===== config.mk =====
export PLATFORM = sky130hd
export DESIGN_NAME = timer_sched_flat
export DESIGN_NICKNAME = d
export VERILOG_FILES = /design/src/rtl/timer_sched_if.sv /design/src/rtl/timer_sched.sv /design/src/flat_wrapper.sv
export SDC_FILE = /design/constraint.sdc
export NUM_CORES = 1
export LEC_CHECK = 0
export ABC_AREA = 0
export BUFFER_PORTS_ARGS = -buffer_cell sky130_fd_sc_hd__buf_2
export CAP_MARGIN = 40
export CORE_ASPECT_RATIO = 1.75
export CORE_MARGIN = 5
export CORE_UTILIZATION = 52
export DETAILED_ROUTE_END_ITERATION = 8
export PLACE_DENSITY = 0.95
export SETUP_SLACK_MARGIN = 0.2
export SLEW_MARGIN = 25
export SYNTH_ARGS = -nofsm -noshare
export SYNTH_HDL_FRONTEND = slang
export SYNTH_SLANG_ARGS = --single-unit

===== constraint.sdc =====
create_clock -name clk -period 4.5 [get_ports clk]
set_input_delay 0.9 -clock clk [delete_from_list [all_inputs] [get_ports clk]]
set_output_delay 0.9 -clock clk [all_outputs]
set_load 0.1 [all_outputs]

===== src/rtl/timer_sched_if.sv =====
// Bundle between client channels and the shared-timer scheduler.
// Handshake: req[i] is a level held high until gnt[i] pulses; req_val[i] is sampled on that grant edge.
interface timer_sched_if #(
  parameter int N    = 4,
  parameter int W    = 8,
  parameter int ID_W = $clog2(N)
);
  logic [N-1:0]   req;
  logic [N*W-1:0] req_val;
  logic [N-1:0]   cancel;
  logic [N-1:0]   gnt;
  logic [N-1:0]   done;
  logic           busy;
  logic [ID_W-1:0] active_id;
  logic [W-1:0]   remaining;

  modport master (
    output req, req_val, cancel,
    input  gnt, done, busy, active_id, remaining
  );

  modport slave (
    input  req, req_val, cancel,
    output gnt, done, busy, active_id, remaining
  );
endinterface


===== src/rtl/timer_sched.sv =====
// Round-robin scheduler sharing one down-counting timer among N channels.
// IDLE arbitrates from ptr, COUNT runs the timer, DONE emits the done pulse.
module timer_sched #(
  parameter int N    = 4,
  parameter int W    = 8,
  parameter int ID_W = $clog2(N)
) (
  input  logic          clk,
  input  logic          rst,
  timer_sched_if.slave  bus,
  output logic [1:0]    o_dbg_state
);

  typedef enum logic [1:0] {
    IDLE  = 2'd0,
    COUNT = 2'd1,
    DONE  = 2'd2
  } state_t;

  state_t          r_state;
  logic [W-1:0]    r_cnt;
  logic [ID_W-1:0] r_ptr;
  logic [ID_W-1:0] r_active;
  logic [N-1:0]    r_gnt;
  logic [N-1:0]    r_done;
  logic            r_busy;

  logic            w_any;
  logic [ID_W-1:0] w_sel;
  logic [ID_W:0]   w_idx;
  logic [W-1:0]    w_sel_val;
  logic [ID_W-1:0] w_next_ptr;
  logic            w_cancel;

  // Walk from the farthest offset back to ptr so the nearest requester wins.
  always_comb begin
    w_any = 1'b0;
    w_sel = r_ptr;
    w_idx = '0;
    for (int k = N - 1; k >= 0; k--) begin
      w_idx = {1'b0, r_ptr} + (ID_W+1)'(k);
      if (w_idx >= (ID_W+1)'(N)) w_idx = w_idx - (ID_W+1)'(N);
      if (bus.req[w_idx[ID_W-1:0]]) begin
        w_any = 1'b1;
        w_sel = w_idx[ID_W-1:0];
      end
    end
  end

  assign w_sel_val  = bus.req_val[w_sel*W +: W];
  assign w_next_ptr = (r_active == ID_W'(N - 1)) ? '0 : r_active + ID_W'(1);
  assign w_cancel   = bus.cancel[r_active];

  always_ff @(posedge clk or negedge rst) begin
    if (!rst) begin
      r_state  <= IDLE;
      r_cnt    <= '0;
      r_ptr    <= '0;
      r_active <= '0;
      r_gnt    <= '0;
      r_done   <= '0;
      r_busy   <= 1'b0;
    end else begin
      r_gnt  <= '0;
      r_done <= '0;
      case (r_state)
        IDLE: begin
          if (w_any) begin
            r_state  <= COUNT;
            r_cnt    <= w_sel_val;
            r_active <= w_sel;
            r_gnt    <= N'(1) << w_sel;
            r_busy   <= 1'b1;
          end
        end
        COUNT: begin
          // Cancel takes priority over expiry; the count is frozen as-is.
          if (w_cancel) begin
            r_state <= IDLE;
            r_ptr   <= w_next_ptr;
            r_busy  <= 1'b0;
          end else if (r_cnt <= W'(1)) begin
            r_state <= DONE;
            r_done  <= N'(1) << r_active;
          end else begin
            r_cnt <= r_cnt - W'(1);
          end
        end
        DONE: begin
          r_state <= IDLE;
          r_ptr   <= w_next_ptr;
          r_busy  <= 1'b0;
        end
        default: begin
          r_state <= IDLE;
          r_busy  <= 1'b0;
        end
      endcase
    end
  end

  assign bus.gnt       = r_gnt;
  assign bus.done      = r_done;
  assign bus.busy      = r_busy;
  assign bus.active_id = r_active;
  assign bus.remaining = r_cnt;
  assign o_dbg_state   = r_state;

endmodule


===== src/flat_wrapper.sv =====
// flat-port wrapper written by rule: the top's interface ports become plain ports
module timer_sched_flat 
#(
  parameter int N    = 4,
  parameter int W    = 8,
  parameter int ID_W = $clog2(N)
)
  (clk, rst, o_dbg_state, bus_req, bus_req_val, bus_cancel, bus_gnt, bus_done, bus_busy, bus_active_id, bus_remaining);
  timer_sched_if #(.N(N), .W(W), .ID_W(ID_W)) bus_i ();
  input  logic clk;
  input  logic rst;
  output logic [1:0] o_dbg_state;
  input wire logic [$bits(bus_i.req)-1:0] bus_req;
  input wire logic [$bits(bus_i.req_val)-1:0] bus_req_val;
  input wire logic [$bits(bus_i.cancel)-1:0] bus_cancel;
  output wire logic [$bits(bus_i.gnt)-1:0] bus_gnt;
  output wire logic [$bits(bus_i.done)-1:0] bus_done;
  output wire logic [$bits(bus_i.busy)-1:0] bus_busy;
  output wire logic [$bits(bus_i.active_id)-1:0] bus_active_id;
  output wire logic [$bits(bus_i.remaining)-1:0] bus_remaining;
  assign bus_i.req = bus_req;
  assign bus_i.req_val = bus_req_val;
  assign bus_i.cancel = bus_cancel;
  assign bus_gnt = bus_i.gnt;
  assign bus_done = bus_i.done;
  assign bus_busy = bus_i.busy;
  assign bus_active_id = bus_i.active_id;
  assign bus_remaining = bus_i.remaining;
  timer_sched #(.N(N), .W(W), .ID_W(ID_W)) u_core (.clk(clk), .rst(rst), .bus(bus_i), .o_dbg_state(o_dbg_state));
endmodule

Yosys cells after proc, flatten, opt, wreduce, memory -nomap -nowiden
Cells that the tools add are included.
{"block": "op_classes", "n_addsub": 9, "magnitude_cmp": 10, "n_eq_ne": 8, "shift": 3, "mux": 41, "n_reduce_logical": 8}
{"operator": "32-bit by 6-bit indexed part select with 8-bit output", "n": 1}
{"operator": "2-bit two-way mux", "n": 13}
{"operator": "8-bit two-way mux", "n": 3}
{"operator": "4-bit two-way mux", "n": 5}
{"operator": "8-bit one-hot mux with 2 select lines", "n": 1}
{"operator": "2-bit by 3-bit < comparator with 1-bit output, second input constant", "n": 5}
{"operator": "1-bit two-way mux", "n": 11}
{"operator": "1-bit binary-select mux with 2-bit select", "n": 5}
{"operator": "3-bit greater-or-equal comparator, second input constant", "n": 3}
{"operator": "8-bit by 1-bit less-or-equal comparator with 1-bit output, second input constant", "n": 1}
{"operator": "2-bit one-hot mux with 2 select lines", "n": 2}
{"operator": "2-bit AND reduction", "n": 4}
{"operator": "1-bit by 2-bit << shifter with 4-bit output, first input constant", "n": 2}
{"operator": "2-bit by 1-bit subtractor with 2-bit output, second input constant", "n": 4}
{"operator": "8-bit by 1-bit subtractor with 8-bit output, second input constant", "n": 1}
{"operator": "2-bit by 2-bit adder with 3-bit output, second input constant", "n": 2}
{"operator": "2-bit equality test, second input constant", "n": 2}
{"operator": "2-bit by 1-bit != test with 1-bit output, second input constant", "n": 2}
{"operator": "2-bit != test, second input constant", "n": 2}
{"operator": "4-bit AND reduction", "n": 1}
{"operator": "2-bit nonzero test", "n": 2}
{"operator": "2-bit by 1-bit adder with 3-bit output, second input constant", "n": 1}
{"operator": "2-bit by 3-bit greater-or-equal comparator with 1-bit output, second input constant", "n": 1}
{"operator": "3-bit by 1-bit != test with 1-bit output, second input constant", "n": 1}
{"operator": "4 further kinds", "n": 4}
{"block": "totals", "register_bits": 23, "elab_cells": 86}

Depth between registers and ports, before layout
Gate-level depths: netlist of run 1.
{"block": "depth", "ltp_word": 12, "ltp_mapped": 8, "depth_no_buf": 8}

Worst setup path after synthesis of run 1
Ideal clock, no wire load.
{"block": "synth_timing", "path_kind": "register -> register", "startpoint": "register u_core.r_active[0] (netlist: u_core.bus.active_id[0])", "endpoint": "register u_core.r_cnt[1] (netlist: u_core.bus.remaining[1])", "setup_ps": 127, "arrival_ps": 2435, "required_ps": 4373, "path_slack_ps": 1938, "stages_incl_launch_ff": 7, "cell_sequence": "dfrtp_1 mux4_2 nor2_2 a21oi_2 clkinv_2 o21ai_0 o32a_2"}
{"block": "synth_between", "elab_chain_len": 4}
{"element": "start, declared", "line": "timer_sched.sv:23", "rtl": "logic [ID_W-1:0] r_active;"}
{"element": "start signal, assigned", "line": "timer_sched.sv:71", "rtl": "r_active <= w_sel;"}
{"element": "1-bit binary-select mux with 2-bit select", "line": "timer_sched.sv:52", "rtl": "assign w_cancel = bus.cancel[r_active];"}
{"element": "1-bit two-way mux (implied by the code)", "line": "timer_sched.sv:52"}
{"element": "2-bit != test (no line)"}
{"element": "4-bit AND reduction (no line)"}
{"element": "end signal, assigned", "line": "timer_sched.sv:70", "rtl": "r_cnt <= w_sel_val;"}
{"element": "end signal, assigned", "line": "timer_sched.sv:86", "rtl": "r_cnt <= r_cnt - W'(1);"}
{"element": "end, declared", "line": "timer_sched.sv:21", "rtl": "logic [W-1:0] r_cnt;"}
Every way passes these cells. The select of a mux whose other input is x is not followed.
A chain may end at the register's enable or synchronous reset.

Worst setup path in the final report of run 1
{"block": "layout_timing", "startpoint": "input port bus_cancel[3]", "endpoint": "register u_core.r_cnt[1] (netlist: u_core.bus.remaining[1])"}
{"block": "layout_between", "elab_chain_len": 4}
{"element": "start, declared", "line": "flat_wrapper.sv:15", "rtl": "input wire logic [$bits(bus_i.cancel)-1:0] bus_cancel;"}
{"element": "1-bit binary-select mux with 2-bit select", "line": "timer_sched.sv:52"}
{"element": "1-bit two-way mux (implied by the code)", "line": "timer_sched.sv:52"}
{"element": "2-bit != test (no line)"}
{"element": "4-bit AND reduction (no line)"}
Every way passes these cells. The select of a mux whose other input is x is not followed.

==> results of run 1 <==
## how the worst min path moves through the flow
stage	from	cells past startpoint	slack (ns)	to
CTS	u_core.o_dbg_state[1]	1	0.54	u_core.bus.busy
detailed placement	u_core.o_dbg_state[1]	1	0.52	u_core.bus.busy
finish	u_core.o_dbg_state[1]	1	0.55	u_core.bus.busy
global route	u_core.o_dbg_state[1]	1	0.59	u_core.bus.busy
global placement	u_core.o_dbg_state[1]	1	0.50	u_core.bus.busy
floorplan	u_core.r_ptr[0]	2	0.48	u_core.r_ptr[0]
## area by class of cell
cell class / count / share of cell area, %
Multi-Input combinational cell: 135 / 49.0
Sequential cell: 23 / 29.6
Timing Repair Buffer: 62 / 16.0
Clock buffer: 3 / 2.13
Tap cell: 28 / 1.80
Inverter: 6 / 1.22
Clock inverter: 1 / 0.258
## layer usage
metal  vias to the layer above  track usage [%]
li1                        763                -
met1                       756             22.6
met2                        79             38.6
met3                        16             1.25
met4                         0             10.3
met5                         -                0
## per-stage QoR
stage          hold slack [ns]  cells  total power [mW]
2_1_floorplan            0.476    169              1.30
3_3_place_gp             0.503    254              1.47
3_5_place_dp             0.518    254              1.50
4_1_cts                  0.537    258              1.63
5_1_grt                  0.586    258              1.74
6_report                 0.546    258              1.64
## cells in the mapped netlist, types with 2 or more instances
cell type,n
a21oi_1,3
a31o_2,2
a31oi_1,3
and3_1,5
clkbuf_1,3
dfrtp_1,23
ha_1,6
inv_1,5
mux2i_1,8
nand2_1,5
nand2b_1,7
nand3_1,2
nand3b_1,2
nand4_1,2
nor2_1,16
nor2b_1,4
nor3_1,5
nor3b_1,7
nor4_1,4
o211ai_1,2
o21a_1,8
o21ai_0,16
o221ai_1,3
or3_1,2
or4_1,2
## cell families after synthesis
group,Yosys count
compound gates,49
flops,23
fa+ha+maj,6
simple gates,70
buf+inv,11
mux,10
## state kept, by name (all words and copies together), names as in the netlist
name	count
u_core.o_dbg_state	2
u_core.bus.done	4
u_core.bus.busy	1
u_core.r_ptr	2
u_core.bus.remaining	8
u_core.bus.gnt	4
u_core.bus.active_id	2
## cells in the final DEF (no fill, tap or decap), types with 2 or more instances in the layout
master    synthesis  final
a21oi_1           3      3
a31o_2            2      2
a31oi_1           3      3
and3_1            5      5
buf_2             0     62
clkbuf_8          0      3
clkinv_2          1      2
dfrtp_1          23     23
ha_1              6      6
inv_1             5      5
mux2i_1           8      8
nand2_1           5      5
nand2b_1          7      7
nand3_1           2      2
nand3b_1          2      2
nand4_1           2      2
nor2_1           16     16
nor2b_1           4      4
nor3_1            5      5
nor3b_1           7      7
nor4_1            4      4
o211ai_1          2      2
o21a_1            8      8
o21ai_0          16     16
o221ai_1          3      3
or3_1             2      2
or4_1             2      2
## power by group through the flow
stage / Clock (mW) / Combinational [mW] / Sequential (mW)
finish: 0.128 / 1.12 / 0.390
global route: 0.140 / 1.19 / 0.405
global placement: 0 / 1.09 / 0.384
CTS: 0.126 / 1.12 / 0.385
floorplan: 0 / 0.458 / 0.839
detailed placement: 0 / 1.11 / 0.388
## worst register-to-register path, delay by kind of cell (launching register included)
kind	cells	cell delay, ns
and+or+nand+nor	2	0.91
AOI/OAI and AO/OA	3	0.65
DFF	1	0.49
buffers and inverters	1	0.13
==> results.py, run 1 <==
metrics = {
    "run_status": {
        "outcome": "completed",
    },
    "final_layout": {
        "fill_cells": 240,
        "diodes": 0,
        "final_util_pct": 66.3,
        "multi_input_area_sq_um": 951,
        "nNetsFinal": 279,
        "postLayoutCellArea_sq_mm": 0.00194,
        "area_delta_synth_final_pct": 23.2,
        "regArea_sq_um": 576,
        "drive_gt1_share_pct": 33.9,
    },
    "logic_synthesis": {
        "synthArstFlopShare_pct": 100,
        "synth-main-ff-cell": "dfrtp_1",
        "synthXorXnorAreaFrac_pct": 0,
        "syn-cell-area_sq_mm": 0.00158,
        "syn_avg_cell_area_sq_um": 9.33,
        "synth_edf_count": 0,
        "synth-simple-area-share_pct": 25.9,
        "synth_seq_cells": 23,
        "post_synth_fa_ha_maj_area_fraction_pct": 4.76,
        "synth_cell_types": 49,
        "synth_top_family_by_area": "simple AND/OR/NAND/NOR gates",
        "yosysSeqAreaShare_pct": 36.5,
        "yosysTopAreaCellShare_pct": 36.5,
        "synth_cells": 169,
        "synth_area_leaders": "dfrtp_1 (37%), mux2i_1 (5.1%), o21ai_0 (5.1%)",
        "synth-compound-area-share_pct": 22.5,
        "synth_warnings": 0,
        "synth_mux_area_share_pct": 7.22,
        "post-synth-top-area-cell": "dfrtp_1",
        "synthesis.nets": 217,
    },
    "power_and_ir_drop": {
        "switching_share_pct": 61.5,
        "leakagePower_nw": 0.951,
        "ir_drop_mv": 0.523,
        "clkPwrFrac_pct": 7.8,
        "combPwrFrac_pct": 68.4,
        "power_density_mw_per_mm2": 845,
        "p_int_mw": 0.631,
        "seqPwrFrac_pct": 23.8,
        "p_sw_mw": 1.01,
    },
    "timing": {
        "rsz0062_at_grt": "no",
        "clock_skew_ns": 0.00447,
        "setup-tns-final_ns": 0,
        "setup_viol": 0,
        "maxSlewHeadroom_pct": 55.9,
        "hold_viol": 0,
        "min_period_over_period_pct": 52.8,
        "worst_pin_slew_ns": 0.656,
        "setup_slack_ns": 2.13,
        "drv_slew": 0,
        "period_minus_slack_ns": 2.37,
        "max_freq_mhz": 421,
    },
    "drt": {
        "dr_wl_met2_mm": 2.34,
        "wl_per_cell_microns": 16.4,
        "viasPerCell": 6.26,
        "wl_met3_microns": 216,
        "highest_layer": "met4",
        "drt_wl_total_mm": 4.24,
        "route.antenna.remaining_nets": 0,
        "firstDrtPassIters": 4,
        "drtIter0Drc": 87,
        "vias": 1614,
        "post-route-drc-count": 0,
        "m1WireLength_mm": 1.54,
    },
    "clock_network": {
        "clk_pin_slew_ns": 0.08,
        "cts.sinks": 23,
        "tritoncts": "done",
        "cts-root-buf": "clkbuf_8",
        "clockBufferDepth": 2,
        "numCtsBuffers": 3,
        "ctsHoldBuffers": 0,
        "post_cts_resize_count": 0,
        "clk_latency_ns": 0.26,
        "htreeDepth": 1,
        "cts_setup_buffers": 0,
    },
    "global_route": {
        "grt_pass1_vias": 1613,
        "grt_overflow": 0,
        "antenna_found_initial": 0,
        "grt_pass1_wl_mm": 7.16,
        "grt_max_degree": 24,
        "grt_use_total_pct": 20.8,
    },
    "setup_path": {
        "critical_path_cell_count": 7,
        "crit_buf_inv": 2,
        "reg2reg_from": "u_core.bus.remaining[4]",
        "cp_max_fo": 9,
        "rr_endpoint": "u_core.bus.remaining[4]",
        "cp_slowest_cell": "mux4_2",
        "worst_setup_path_start_kind": "primary input",
        "criticalPathCategory": "in -> reg",
        "cp_data_required_time_ns": 4.65,
        "cpPeakStageDelay_ns": 0.55,
        "worstSetupEndpoint": "u_core.bus.remaining[1]",
        "crit_chain": "buf_2, mux4_2, nor2_2, a21oi_2, clkinv_2, o21ai_0, o32a_2",
        "r2r_setup_slack_ns": 2.24,
        "startpoint": "bus_cancel[3]",
        "crit_family": "compound AO/OA/AOI/OAI gates",
        "rr_worst_depth": 6,
        "arrival_ns": 2.52,
        "end_kind": "flop",
    },
    "placed_design": {
        "portBuffers": 62,
        "dp_slack_ns": 1.86,
        "dpl-instance-area_sq_mm": 0.00190,
        "dpl.hpwl_mm": 3.32,
        "gp_congestion": 1.02,
    },
    "floorplan": {
        "die_w_microns": 51.6,
        "die_h_microns": 82.8,
        "core_sq_mm": 0.00293,
        "dieArea_sq_mm": 0.00428,
        "ios": 63,
        "initial_core_util_pct": 53.8,
        "rows": 26,
    },
    "flow_run": {
        "cap_violations": 0,
    },
    "worst_hold_path": {
        "hold_path_class": "reg -> reg",
    },
}
(Power assumes the default switching activity.)
==> inputs of run 2 (changes only) <==
--- a/config.mk
+++ b/config.mk
@@ -10,9 +10,9 @@
 export CAP_MARGIN = 40
 export CORE_ASPECT_RATIO = 1.75
 export CORE_MARGIN = 5
-export CORE_UTILIZATION = 52
+export CORE_UTILIZATION = 44
 export DETAILED_ROUTE_END_ITERATION = 8
-export PLACE_DENSITY = 0.95
+export PLACE_DENSITY = 0.87
 export SETUP_SLACK_MARGIN = 0.2
 export SLEW_MARGIN = 25
 export SYNTH_ARGS = -nofsm -noshare
==> constraint.sdc (replaced) <==
create_clock -name clk -period 2.15 [get_ports clk]
set_input_delay 0.43 -clock clk [delete_from_list [all_inputs] [get_ports clk]]
set_output_delay 0.43 -clock clk [all_outputs]
set_load 0.1 [all_outputs]
==> results.py, run 2 (synthesis results as in run 1) <==
metrics = {
    "run_status": {
        "outcome": "completed",
    },
    "timing": {
        "min_period_over_period_pct": 90.4,
        "rsz0062_at_grt": "yes",
        "worst_pin_slew_ns": 0.515,
        "max_freq_mhz": 514,
        "timing.hold.ws_ns": 0.127,
        "setup-tns-final_ns": 0,
        "maxSlewHeadroom_pct": 65.7,
        "drv_slew": 0,
        "hold_viol": 0,
        "setup_slack_ns": 0.206,
        "period_minus_slack_ns": 1.94,
        "setup_viol": 0,
        "clock_skew_ns": 0.00399,
    },
    "final_layout": {
        "nNetsFinal": 297,
        "postLayoutCellArea_sq_mm": 0.00221,
        "drive_gt1_share_pct": 47.2,
        "diodes": 0,
        "layout_commonest_cell": "buf_2",
        "fin_cells": 293,
        "area_delta_synth_final_pct": 40.2,
        "layout_common_cells": "buf_2 (62), nor2_1 (16), buf_4 (16), o21ai_0 (15), dfrtp_1 (11)",
        "final_util_pct": 64.4,
        "largest_reg_flops": 8,
    },
    "clock_network": {
        "htreeDepth": 1,
        "tritoncts": "done",
        "clk_pin_slew_ns": 0.08,
        "cts-root-buf": "clkbuf_8",
        "ctsHoldBuffers": 0,
        "clk_latency_ns": 0.27,
        "clockBufferDepth": 2,
        "cts.sinks": 23,
        "numCtsBuffers": 3,
    },
    "global_route": {
        "grt_max_degree": 24,
        "grt_pass1_wl_mm": 7.61,
        "antenna_found_initial": 0,
        "grt_overflow": 0,
        "grt_pass1_vias": 1615,
        "grt_use_total_pct": 19.4,
    },
    "flow_run": {
        "cap_violations": 0,
    },
    "power_and_ir_drop": {
        "leakagePower_nw": 1.05,
        "power_density_mw_per_mm2": 1780,
        "ir_drop_mv": 1.13,
        "power_mw": 3.94,
    },
    "floorplan": {
        "die_h_microns": 89.2,
        "core_sq_mm": 0.00343,
        "rows": 28,
        "dieArea_sq_mm": 0.00493,
        "ios": 63,
        "die_w_microns": 55.3,
        "initial_core_util_pct": 45.9,
    },
    "drt": {
        "route.antenna.remaining_nets": 0,
        "viasPerCell": 5.69,
        "post-route-drc-count": 0,
        "firstDrtPassIters": 4,
        "vias": 1666,
        "drtIter0Drc": 85,
        "wl_per_cell_microns": 16.3,
        "drt_wl_total_mm": 4.77,
    },
    "setup_path": {
        "rr_worst_depth": 6,
        "cp_slowest_cell": "mux4_2",
        "rr_endpoint": "u_core.bus.remaining[1]",
        "startpoint": "u_core.bus.active_id[0]",
        "criticalPathCategory": "reg -> reg",
        "arrival_ns": 2.10,
        "cp_max_fo": 5,
        "crit_chain": "mux4_2, nor2_4, a21oi_4, inv_4, o21ai_0, o32a_2",
        "cpPeakStageDelay_ns": 0.60,
        "end_kind": "flop",
        "worst_setup_path_start_kind": "flop",
        "worstSetupEndpoint": "u_core.bus.remaining[1]",
        "reg2reg_from": "u_core.bus.active_id[0]",
        "cp_data_required_time_ns": 2.31,
        "r2r_setup_slack_ns": 0.21,
    },
    "placed_design": {
        "portBuffers": 62,
        "dpl.hpwl_mm": 3.49,
        "place_inst": 278,
        "gp_congestion": 0.993,
        "dpl-instance-area_sq_mm": 0.00203,
        "dp_slack_ns": 0.0530,
    },
    "worst_hold_path": {
        "hold_path_class": "in -> async",
    },
}
==> run 2: critical path, delay by kind of cell (launching register included) <==
family	cells	cell delay [ns]
AND/OR/NAND/NOR	1	0.17
buffers and inverters	1	0.09
multiplexers	1	0.60
flip-flops	1	0.45
AO/OA/AOI/OAI	3	0.52
==> run 2: how the worst min path moves through the flow <==
stage	end	slack (ns)	cells after the start	from
5_1_grt	u_core.bus.done[3]	0.16	1	rst
2_1_floorplan	u_core.bus.active_id[1]	0.13	0	rst
4_1_cts	u_core.r_ptr[1]	0.15	1	rst
3_3_place_gp	u_core.bus.busy	0.42	1	rst
6_report	u_core.bus.done[3]	0.13	1	rst
3_5_place_dp	u_core.r_ptr[1]	0.43	1	rst
==> run 2: final cells by class <==
| cell class | count | area (sq um) |
|---|---|---|
| Fill cell | 299 | 1220 |
| Timing Repair Buffer | 80 | 453 |
| Sequential cell | 23 | 601 |
| Multi-Input combinational cell | 135 | 1030 |
| Tap cell | 45 | 56.3 |
| Clock buffer | 4 | 45.0 |
| Inverter | 6 | 27.5 |
==> run 2: per-layer routing <==
| metal | share of wire (%) | wire, microns | track usage (%) | up-vias |
|---|---|---|---|---|
| li1 | - | - | - | 797 |
| met1 | 35 | 1690 | 20.5 | 794 |
| met3 | 6.0 | 285 | 3.18 | 8 |
| met2 | 57 | 2720 | 38.1 | 67 |
| met4 | 1.6 | 76 | 7.08 | 0 |
| met5 | 0 | 0 | 0 | - |
==> run 2: power breakdown <==
part           internal, mW  leakage (nW)  switching, mW  total [mW]
sequential            0.636         0.275          0.241       0.877
combinational         0.877         0.748           1.92        2.79
clock                 0.132        0.0228          0.139       0.271
==> run 2: what timing repair did <==
item,4_1_cts,5_1_grt
buffers inserted,4,7
setup endpoints to repair,3,7
resized for setup,4,8
endpoints found under the hold margin,0,0
pin swaps,2,5
